--- config.mk ---
export PLATFORM = sky130hd
export DESIGN_NAME = sipo_deser
export DESIGN_NICKNAME = d
export VERILOG_FILES = /design/src/rtl/sipo_deser.sv
export SDC_FILE = /design/constraint.sdc
export NUM_CORES = 1
export LEC_CHECK = 0
export BUFFER_PORTS_ARGS = -buffer_cell sky130_fd_sc_hd__buf_2
export CAP_MARGIN = 20
export CORE_UTILIZATION = 54
export DETAILED_ROUTE_END_ITERATION = 10
export GPL_ROUTABILITY_DRIVEN = 0
export PLACE_DENSITY = 0.81
export RECOVER_POWER = 100
export SLEW_MARGIN = 5
export SYNTH_ARGS = -nofsm -noshare
export SYNTH_HDL_FRONTEND = slang
export SYNTH_SLANG_ARGS = --single-unit
--- constraint.sdc ---
create_clock -name clk -period 4.6 [get_ports clk]
set_clock_uncertainty 0.2 [all_clocks]
set_input_delay 0 -clock clk [delete_from_list [all_inputs] [get_ports clk]]
set_output_delay 0 -clock clk [all_outputs]
set_load 0.02 [all_outputs]
--- src/rtl/sipo_deser.sv ---
// Serial-in parallel-out deserialiser: gathers WIDTH bits into a word and
// hands it to a ready/valid consumer, flagging words lost to back-pressure.
module sipo_deser #(
  parameter int WIDTH     = 8,
  parameter bit MSB_FIRST = 1'b1
) (
  input  logic                         clk,
  input  logic                         reset_n,
  input  logic                         d_in,
  input  logic                         in_valid,
  input  logic                         clr,
  output logic [WIDTH-1:0]             out_data,
  output logic                         out_valid,
  input  logic                         out_ready,
  output logic                         overflow,
  output logic [$clog2(WIDTH+1)-1:0]   bit_cnt
);

  localparam int            CW   = $clog2(WIDTH + 1);
  localparam logic [CW-1:0] LAST = CW'(WIDTH - 1);

  // Only WIDTH-1 partial bits are ever stored; the final bit goes straight
  // from d_in into the assembled word on the completion edge.
  logic [WIDTH-2:0] shift_reg;
  logic [WIDTH-2:0] shift_adv;
  logic [WIDTH-1:0] word_next;
  logic             complete;
  logic             space;

  generate
    if (MSB_FIRST) begin : g_msb
      assign word_next = {shift_reg, d_in};
      assign shift_adv = word_next[WIDTH-2:0];
    end else begin : g_lsb
      assign word_next = {d_in, shift_reg};
      assign shift_adv = word_next[WIDTH-1:1];
    end
  endgenerate

  assign complete = in_valid && (bit_cnt == LAST);
  assign space    = !out_valid || out_ready;

  always_ff @(posedge clk or negedge reset_n) begin
    if (!reset_n) begin
      shift_reg <= '0;
      bit_cnt   <= '0;
      out_data  <= '0;
      out_valid <= 1'b0;
      overflow  <= 1'b0;
    end else if (clr) begin
      shift_reg <= '0;
      bit_cnt   <= '0;
      out_valid <= 1'b0;
      overflow  <= 1'b0;
    end else begin
      if (in_valid) begin
        if (complete) begin
          shift_reg <= '0;
          bit_cnt   <= '0;
          if (space) begin
            out_data  <= word_next;
            out_valid <= 1'b1;
          end else begin
            overflow  <= 1'b1;
          end
        end else begin
          shift_reg <= shift_adv;
          bit_cnt   <= bit_cnt + CW'(1);
        end
      end
      // A same-edge completion refills the slot, so only a bare accept empties it.
      if (out_valid && out_ready && !complete) begin
        out_valid <= 1'b0;
      end
    end
  end

endmodule

=== Word-level counts from Yosys, hierarchy flattened ===
Index checks and enable logic that the tools add are counted.

* Flip-flop bits (word level): 21

* Add/sub/neg operators: 1
* Eq/ne operators: 2
* Muxes and demuxes: 15
* Bitwise gates (word level): 1
* Reductions and logical operators: 14

{| class="wikitable"
|+ Operator list
! cell !! number
|-
| $mux 7 || 3
|-
| $mux 4 || 3
|-
| $mux 1 || 9
|-
| $reduce_bool 3->1 || 3
|-
| $reduce_and 3->1 || 2
|-
| $add 4x1->4 const B || 1
|-
| $eq 4x3->1 const B || 1
|-
| $reduce_and 4->1 || 1
|-
| $reduce_bool 2->1 || 2
|-
| $logic_and 1x1->1 || 3
|-
| $logic_not 1->1 || 2
|-
| $ne 2x2->1 const B || 1
|-
| $logic_or 1x1->1 || 1
|-
| $not 1->1 || 1
|}

=== Logic depth before layout (Yosys ltp) ===
Gate-level depths: netlist of the first run.

* Word-level depth: 7
* Gate-level depth with buffers: 4

=== Least setup slack after synthesis of the first run ===
Ideal clock, no wire load.

* Path kind: register to register
* From: register bit_cnt[0]
* To: register out_data[0]
* Setup time: 125 ps
* Arrival time: 1,617 ps
* Required time: 4,275 ps
* Path slack: 2,658 ps
* Stages on the path, launching flop included: 5
* Path buffers: 0
* Cell sequence: dfrtp_1 ha_1 nand4b_4 nor3b_4 mux2_2

* Cells in the longest elaborated chain, start to end: 3

{| class="wikitable"
|+ RTL lines
! item !! line !! source
|-
| start: declaration || 16 || <nowiki>output logic [$clog2(WIDTH+1)-1:0] bit_cnt</nowiki>
|-
| start signal: assignment || 68 || <nowiki>bit_cnt <= bit_cnt + CW'(1);</nowiki>
|-
| $eq 4x3->1 || 40 || <nowiki>assign complete = in_valid && (bit_cnt == LAST);</nowiki>
|-
| $logic_and 1x1->1 || 40 ||
|-
| $reduce_and 4->1 (no line) || n/a ||
|-
| end signal: assignment || 61 || <nowiki>out_data <= word_next;</nowiki>
|-
| end: declaration || 12 || <nowiki>output logic [WIDTH-1:0] out_data,</nowiki>
|}

Every way passes these cells.
A chain may end at the register's enable or synchronous reset.

=== Worst setup path in the final report of the first run ===
* From: register bit_cnt[1]
* To: register out_data[0]

The elaborated chain is that of the path after synthesis.

==> results.md, run 1 <==
* Mapped cell area at 850 µm²
* Minimum clock period at 2.44 ns
* Clk_lat worst skew at 0.29 ns
* Via count at 553
* Clock buffer depth at 2
* Cts hold-fix bufs at 6
* Post-synth EDFFs at 0
* Syn. warnings at 0
* Post-CTS Setup Repair Bufs at 0
* DR pass1 iterations at 4
* Gate Count Post-Synth at 58
* Kind of critical path: reg -> reg
* R2r startpoint: bit_cnt[1]
* DRT antenna net count at 0
* # port buffers at 19
* Final core occ at 0.720
* Register area share after synthesis at 0.619
* First-pass GRT wire length at 2.45 mm
* Syn avg cell area at 14.6 µm²
* Post-CTS sizing at 0
* RSZ-0062 raised after global routing: no
* Final setup fails at 0
* Leakage at 0.478 nW
* Initial antenna violation count at 0
* Hold Vio Cnt, Final at 0
* Max reg flops at 8
* DR vias/cell at 5.48
* Die height at 41.7 µm
* Core area at 1380 µm²
* Num CTS Buffers at 3
* # IOs at 20
* GRT Total Usage at 0.188
* Root buffer cell: clkbuf_4
* CTS tree: yes
* Ys flop type: dfrtp_1
* Worst Setup End Kind: register
* Worst reg-to-reg setup slack at 2.16 ns
* Post-DP HPWL at 1.02 mm
* Slew @ Worst Pin at 1.10 ns
* Wire per inst at 14.1 µm
* Pin count of the biggest net entering global routing at 22
* Data arrival, critical path at 2.43 ns
* PD cells at 294 nW/µm²
* Fillers at 103
* Placed insts at 91
* Async S/R FF share, synth at 1.00
* Worst Setup Start Kind: register
* Die ar. at 1740 µm²
* Vias in the first global route at 582
* # rows at 13
* Worst Hold Launch: d_in
* Hold endpoint: shift_reg[0]
* Status: complete, no violations
* Detailed-route DRC error count at 0
* Depth of the most critical reg-to-reg path at 4
* Iter 0 DRT Violations at 14
* Final Max Slew Viols at 0
* Crit Path Max Fanout at 8
* CP required at 4.58 ns
* Htree depth at 1
* Layout cells sized above 1 at 0.209
* Post-route insts no fill at 101
* Setup_tns at 0 ns
* Gr ovfl total at 0
* Synth Register Bits at 21
* Syn_nets at 65
* Routed wire length at 1.42 mm
* Clock transition at path regs at 0.10 ns
* Cell variety after synth at 18
* Fmax at 409 MHz
* Worst hold path class: in -> reg
* FF-to-FF End: out_data[0]
* Die W at 41.7 µm
* Hold path cells at 3
* VDD IR max at 0.157 mV
* Starting Density at 0.614
* Max Cap Viol at 0
* Diodes inserted at 0
* Final period util at 0.531
* Area growth syn-to-layout at 17.2%
* Nets at 94
* Slew headroom at 0.266
* CTS Sinks at 21
logic make-up (layout without fill, tap and decap cells):
group | Yosys count | count (layout) | synth area share
and+or+nand+nor | 11 | 11 | 0.0987
muxes | 10 | 10 | 0.131
xor gates and xnor gates | 1 | 1 | 0.0103
adders and majority gates | 1 | 1 | 0.0147
buffers and inverters | 3 | 31 | 0.0133
DFF | 21 | 21 | 0.619
AOI/OAI and AO/OA | 11 | 11 | 0.113
power by group:
part,total [W],leakage (nW),switching [W],internal (W)
Sequential,0.000190,0.291,0.00000255,0.000187
Clock,0.0000821,0.0150,0.0000484,0.0000337
Combinational,0.0000215,0.172,0.0000124,0.00000908
Total,0.000293,0.478,0.0000634,0.000230
layout make-up:
cell class,count,area (µm²),area share
multi-input combinational,34,280,0.281
clock buffer,4,26.3,0.0264
timing repair buffer,25,138,0.138
tap,15,18.8,0.0188
inverter,2,7.51,0.00754
sequential,21,526,0.528
routing by layer:
metal,track usage,share of wire
met5,0,0
met1,0.237,0.44
met4,0.0581,0.0042
met2,0.331,0.51
met3,0.0261,0.045
critical path, stage by stage (launching register included):
cell      delay (ns)
dfrtp_1         0.41
ha_1            0.23
nand4b_1        0.16
nor3b_1         0.91
mux2_2          0.43
how the worst max path moves through the flow:
stage / startpoint / endpoint / slack [ns] / cells past startpoint
5_1_grt: bit_cnt[1] / out_data[2] / 1.92 / 4
2_1_floorplan: bit_cnt[0] / out_data[0] / 2.66 / 4
4_1_cts: bit_cnt[0] / out_data[3] / 2.61 / 4
3_3_place_gp: bit_cnt[0] / out_data[1] / 2.68 / 4
6_report: bit_cnt[1] / out_data[0] / 2.16 / 4
3_5_place_dp: bit_cnt[0] / out_data[3] / 2.64 / 4
layout by cell type (no fill, tap or decap):
master	instances
nor2_1	4
xor2_1	1
clkbuf_4	3
o21ba_2	1
buf_2	5
mux2i_1	1
a22o_1	7
or3_1	1
dlygate4sd3_1	6
nand2b_1	1
clkbuf_1	15
ha_1	1
dfrtp_1	21
nand4_1	1
mux2_2	9
inv_1	2
nand2_1	2
nor3b_1	1
a311oi_1	1
nand4b_1	1
a21oi_1	2
cell usage after synthesis (2+ instances only):
cell | count | share of area
nor2_1 | 4 | 0.018
a21oi_1 | 2 | 0.012
dfrtp_1 | 21 | 0.62
nand2_1 | 2 | 0.0088
mux2_2 | 9 | 0.12
inv_1 | 2 | 0.0088
a22o_1 | 7 | 0.072
metrics by stage:
stage	area [µm²]	total power [W]	hold WS [ns]	setup WS, ns
after global routing	996	0.000308	0.293	1.92
after floorplan	850	0.000203	-0.496	2.66
final	996	0.000293	0.284	2.16
after global placement	960	0.000212	-0.231	2.68
after CTS	1050	0.000298	0.282	2.61
after detailed placement	960	0.000213	-0.228	2.64
Power figures use the tool's default switching activity.
==> run 2: changes to the inputs <==
- CORE_UTILIZATION: 54 -> 45
- PLACE_DENSITY: 0.81 -> 0.72
- clock period: 4.6 -> 2.1 ns (I/O delays scaled with it)
==> run 2 against run 1 <==
Core utilization decreased by 12 points. Wire length increased by 2.9%. Largest power group unchanged. First-iteration DRC count decreased by 71%. Clock power increased by 120%. Worst setup slack got worse by 2.0 ns. Critical path depth unchanged. Sequential share of layout area decreased by 2.7 points. Hold slack got worse by 0.014 ns. Sequential power increased by 120%.
==> results.md, run 2 (synthesized netlist as in run 1, its figures left out) <==
* Data arrival, critical path at 1.91 ns
* Max Cap Viol at 0
* Area occupied by multi-input gates at 307 µm²
* Post-DP HPWL at 1.02 mm
* Final period util at 0.917
* Most frequent cells in the layout: dfrtp_1 (21), clkbuf_1 (15), mux2_2 (9)
* Fillers at 155
* GR Layer Usage met1 at 0.203
* Final Max Slew Viols at 0
* Sw Ratio at 0.218
* P_sw at 0.000141 W
* Die ar. at 2070 µm²
* Starting Density at 0.487
* Routed wire length at 1.47 mm
* Critical path cell sequence: ha_1, nand4b_4, nor3b_4, mux2_2
* Clock transition at path regs at 0.11 ns
* RSZ-0062 raised after global routing: no
* Fmax at 519 MHz
* CP top delay family: simple AND/OR/NAND/NOR gates
* Setup_tns at 0 ns
* Clock buffer depth at 2
* CP max-delay cell: nor3b_4
* Post-CTS Setup Repair Bufs at 0
* Layout cells sized above 1 at 0.239
* DP Area at 980 µm²
* Final setup fails at 0
* Worst Setup Start Kind: register
* Crit Path Max Fanout at 8
* Fin area at 1050 µm²
* DRT antenna net count at 0
* Vias in the first global route at 565
* Area growth syn-to-layout at 23.6%
* Diodes inserted at 0
* Sequential fraction of design power at 0.644
* Slew @ Worst Pin at 0.914 ns
* VDD IR max at 0.369 mV
* Gr ovfl total at 0
* Initial antenna violation count at 0
* Met3 global-route usage at 0.0357
* GRT Total Usage at 0.167
* Clk pwr share at 0.280
* PD cells at 614 nW/µm²
* Hold Vio Cnt, Final at 0
* # rows at 15
* Die W at 45.5 µm
* Comb power frac at 0.076
* CTS tree: yes
* Detailed-route DRC error count at 0
* Die height at 45.5 µm
* CTS Sinks at 21
* Status: complete, no violations
* DR vias/cell at 5.10
* Worst Setup End Kind: register
* Pin count of the biggest net entering global routing at 22
* Seq. cell area at 526 µm²
* Iter 0 DRT Violations at 4
* # IOs at 20
* Wire per inst at 13.0 µm
* Final WS setup at 0.173 ns
* Minimum clock period at 1.93 ns
* Most used routing layer: met2
* Slowest cell delay on critical path at 0.41 ns
* DR pass1 iterations at 4
* Nets at 96
* Cell-internal power at 0.000504 W
* Worst hold path class: in -> reg
* Root buffer cell: clkbuf_4
* Min Hold Slack at 0.270 ns
* First-pass GRT wire length at 2.39 mm
* Pre-CTS WS at 0.141 ns
* Post-CTS sizing at 0
* Crit path buf inv count at 0
* Final core occ at 0.601
* Core area at 1750 µm²
* Max reg flops at 8
* Leakage at 0.512 nW
* # port buffers at 19
* Met2 Use GR at 0.291
* Htree depth at 1
* Slew headroom at 0.389
* Most common cell after layout, fill and taps aside: dfrtp_1
* Num CTS Buffers at 3
* Via count at 576
* Clk_lat worst skew at 0.29 ns
* Kind of critical path: reg -> reg
* CP required at 2.08 ns
run 2: changes by cell type in the layout (fill, tap and decap cells not counted), sizes merged:
| cell | previous run | this run |
|---|---|---|
| buf | 5 | 6 |
| dlygate4sd3 | 6 | 7 |
run 2: final cells by class:
class                      count  area share
clock buffer                   4      0.0250
multi-input combinational     34       0.292
inverter                       2     0.00715
timing repair buffer          27       0.145
sequential                    21       0.501
tap                           25      0.0298
run 2: layer usage:
layer | share of wire | vias up | wire, µm
li1 | - | 276 | -
met1 | 0.46 | 285 | 675
met2 | 0.50 | 13 | 731
met3 | 0.034 | 2 | 50
met4 | 0.0068 | 0 | 10
met5 | 0 | - | 0
run 2: worst paths after layout:
| check | startpoint | endpoint | slack, ns | cells after the start |
|---|---|---|---|---|
| worst max-delay path | bit_cnt[0] | out_data[6] | 0.17 | 4 |
| worst min-delay path | d_in | shift_reg[0] | 0.27 | 3 |
| worst max register to register | bit_cnt[0] | out_data[6] | 0.17 | 4 |
| worst min register to register | shift_reg[6] | shift_reg[6] | 0.31 | 1 |
| max in group asynchronous | reset_n | out_data[4] | 0.44 | 3 |
| min in group asynchronous | reset_n | overflow | 0.70 | 3 |
run 2: power groups by stage:
| stage | combinational (W) | sequential [W] | clock, W |
|---|---|---|---|
| after floorplan | 0.0000170 | 0.000427 | 0 |
| after global placement | 0.0000434 | 0.000423 | 0 |
| after detailed placement | 0.0000441 | 0.000423 | 0 |
| after CTS | 0.0000525 | 0.000415 | 0.000195 |
| after global routing | 0.0000552 | 0.000416 | 0.000205 |
| final | 0.0000493 | 0.000415 | 0.000180 |
run 2: what timing repair did:
| item | 4_1_cts | 5_1_grt |
|---|---|---|
| endpoints found under the hold margin | 29 | 0 |
| setup endpoints to repair | 0 | 0 |
| hold buffers | 7 | 0 |
run 2: tightest hold or removal path: stages:
cell and delay (ns):
dlygate4sd3_1 0.51, buf_2 0.10, a22o_1 0.11
run 2: stage by stage:
| step | cells | total power [W] |
|---|---|---|
| finish | 113 | 0.000645 |
| CTS | 113 | 0.000663 |
| global route | 113 | 0.000677 |
| global placement | 102 | 0.000466 |
| floorplan | 58 | 0.000444 |
| detailed placement | 102 | 0.000467 |
==> run 3: changes to the inputs <==
- PLACE_DENSITY: 0.72 -> 0.71
==> run 3 against run 2 <==
Combinational power up 1%. Fmax down 2.7%. Wire length down 4.7%. Non-clock buffer count down 1. Die area unchanged. Via count down 2.6%. Clock-buffer cell count down 1. Global-route usage down 1.2 points. Clock power up 6%.
==> results.md, run 3 (synthesized netlist as in run 1, its figures left out) <==
* Fmax at 505 MHz
* Die ar. at 2070 µm²
* Vias in the first global route at 494
* GRT Total Usage at 0.154
* Post-CTS Setup Repair Bufs at 0
* CTS Sinks at 21
* Nets at 95
* # IOs at 20
* Htree depth at 1
* DR pass1 iterations at 2
* Iter 0 DRT Violations at 7
* Post-DP HPWL at 966 µm
* Final core occ at 0.599
* Leakage at 0.506 nW
* Core area at 1750 µm²
* Via count at 561
* Detailed-route DRC error count at 0
* CTS tree: yes
* Status: complete, no violations
* Crit Path Max Fanout at 8
* Worst Setup End Kind: register
* Pin count of the biggest net entering global routing at 22
* Slew headroom at 0.406
* Worst hold path class: in -> reg
* Post-route insts no fill at 112
* RSZ-0062 raised after global routing: no
* PD cells at 626 nW/µm²
* Slew @ Worst Pin at 0.887 ns
* Gr ovfl total at 0
* Clock buffer depth at 2
* Final Max Slew Viols at 0
* Placed insts at 102
* Clk_lat worst skew at 0.30 ns
* Die height at 45.5 µm
* # port buffers at 19
* Die W at 45.5 µm
* DRT antenna net count at 0
* Kind of critical path: reg -> reg
* Minimum clock period at 1.98 ns
* VDD IR max at 0.399 mV
* Root buffer cell: clkbuf_4
* Max Cap Viol at 0
* Setup_tns at 0 ns
* DP Area at 980 µm²
* Min Hold Slack at 0.259 ns
* Data arrival, critical path at 1.97 ns
* Fin area at 1050 µm²
* Wire per inst at 12.5 µm
* Diodes inserted at 0
* CP required at 2.09 ns
* Routed wire length at 1.40 mm
* Layout cells sized above 1 at 0.253
* Final setup fails at 0
* Final period util at 0.943
* Most common cell after layout, fill and taps aside: dfrtp_1
* Num CTS Buffers at 3
* Most frequent cells in the layout: dfrtp_1 (21), clkbuf_1 (15), mux2_2 (9)
* Area growth syn-to-layout at 23.1%
* # rows at 15
* Max reg flops at 8
* DR vias/cell at 5.01
* Starting Density at 0.487
* Clock transition at path regs at 0.12 ns
* Worst Setup Start Kind: register
* Initial antenna violation count at 0
* First-pass GRT wire length at 2.16 mm
* Hold Vio Cnt, Final at 0
run 3: changes by cell type in the layout (fill, tap and decap cells not counted):
| cell | before | now |
|---|---|---|
| a311oi_1 | 1 | 0 |
| a311oi_2 | 0 | 1 |
| buf_2 | 6 | 5 |
| clkinv_2 | 0 | 1 |
| dlygate4sd3_1 | 7 | 6 |
run 3: final cells by class:
class	count	area [µm²]
clock buffer	3	22.5
clock inverter	1	5.00
multi-input combinational	34	313
timing repair buffer	26	141
sequential	21	526
tap	25	31.3
fill	161	699
inverter	2	7.51
run 3: path summary, 6_finish.rpt:
path,start,end,slack [ns],depth (start not counted)
worst max-delay path,bit_cnt[0],out_data[3],0.12,4
max in group asynchronous,reset_n,out_data[5],0.48,3
worst max register to register,bit_cnt[0],out_data[3],0.12,4
min in group asynchronous,reset_n,bit_cnt[2],0.67,3
worst min register to register,out_data[7],out_data[7],0.32,1
worst min-delay path,d_in,shift_reg[0],0.26,3
run 3: timing repair:
item,CTS,global route
hold endpoints to repair,28,0
hold buffers,6,0
gates resized for setup,0,0
run 3: layer usage:
layer / share of wire / global-route usage / vias to the layer above / wire length [µm]
met3: 0.027 / 0.0238 / 2 / 38
li1: - / - / 272 / -
met1: 0.47 / 0.204 / 275 / 656
met4: 0.0057 / 0.0727 / 0 / 8
met2: 0.50 / 0.249 / 12 / 693
met5: 0 / 0 / - / 0
run 3: metrics by stage:
stage,setup slack (ns),power (W)
4_1_cts,0.0969,0.000670
2_1_floorplan,0.158,0.000444
6_report,0.119,0.000655
3_3_place_gp,0.186,0.000467
3_5_place_dp,0.117,0.000467
5_1_grt,0.0167,0.000684
run 3: critical path, stage by stage, from the launching register on:
cell,delay [ns]
dfrtp_1,0.41
ha_1,0.29
nand4b_4,0.16
nor3b_4,0.43
mux2_2,0.39
run 3: power breakdown:
group	switching [W]	internal, W	total, W
Sequential	0.00000537	0.000410	0.000415
Combinational	0.0000292	0.0000206	0.0000498
Clock	0.000119	0.0000709	0.000190
Total	0.000153	0.000501	0.000655
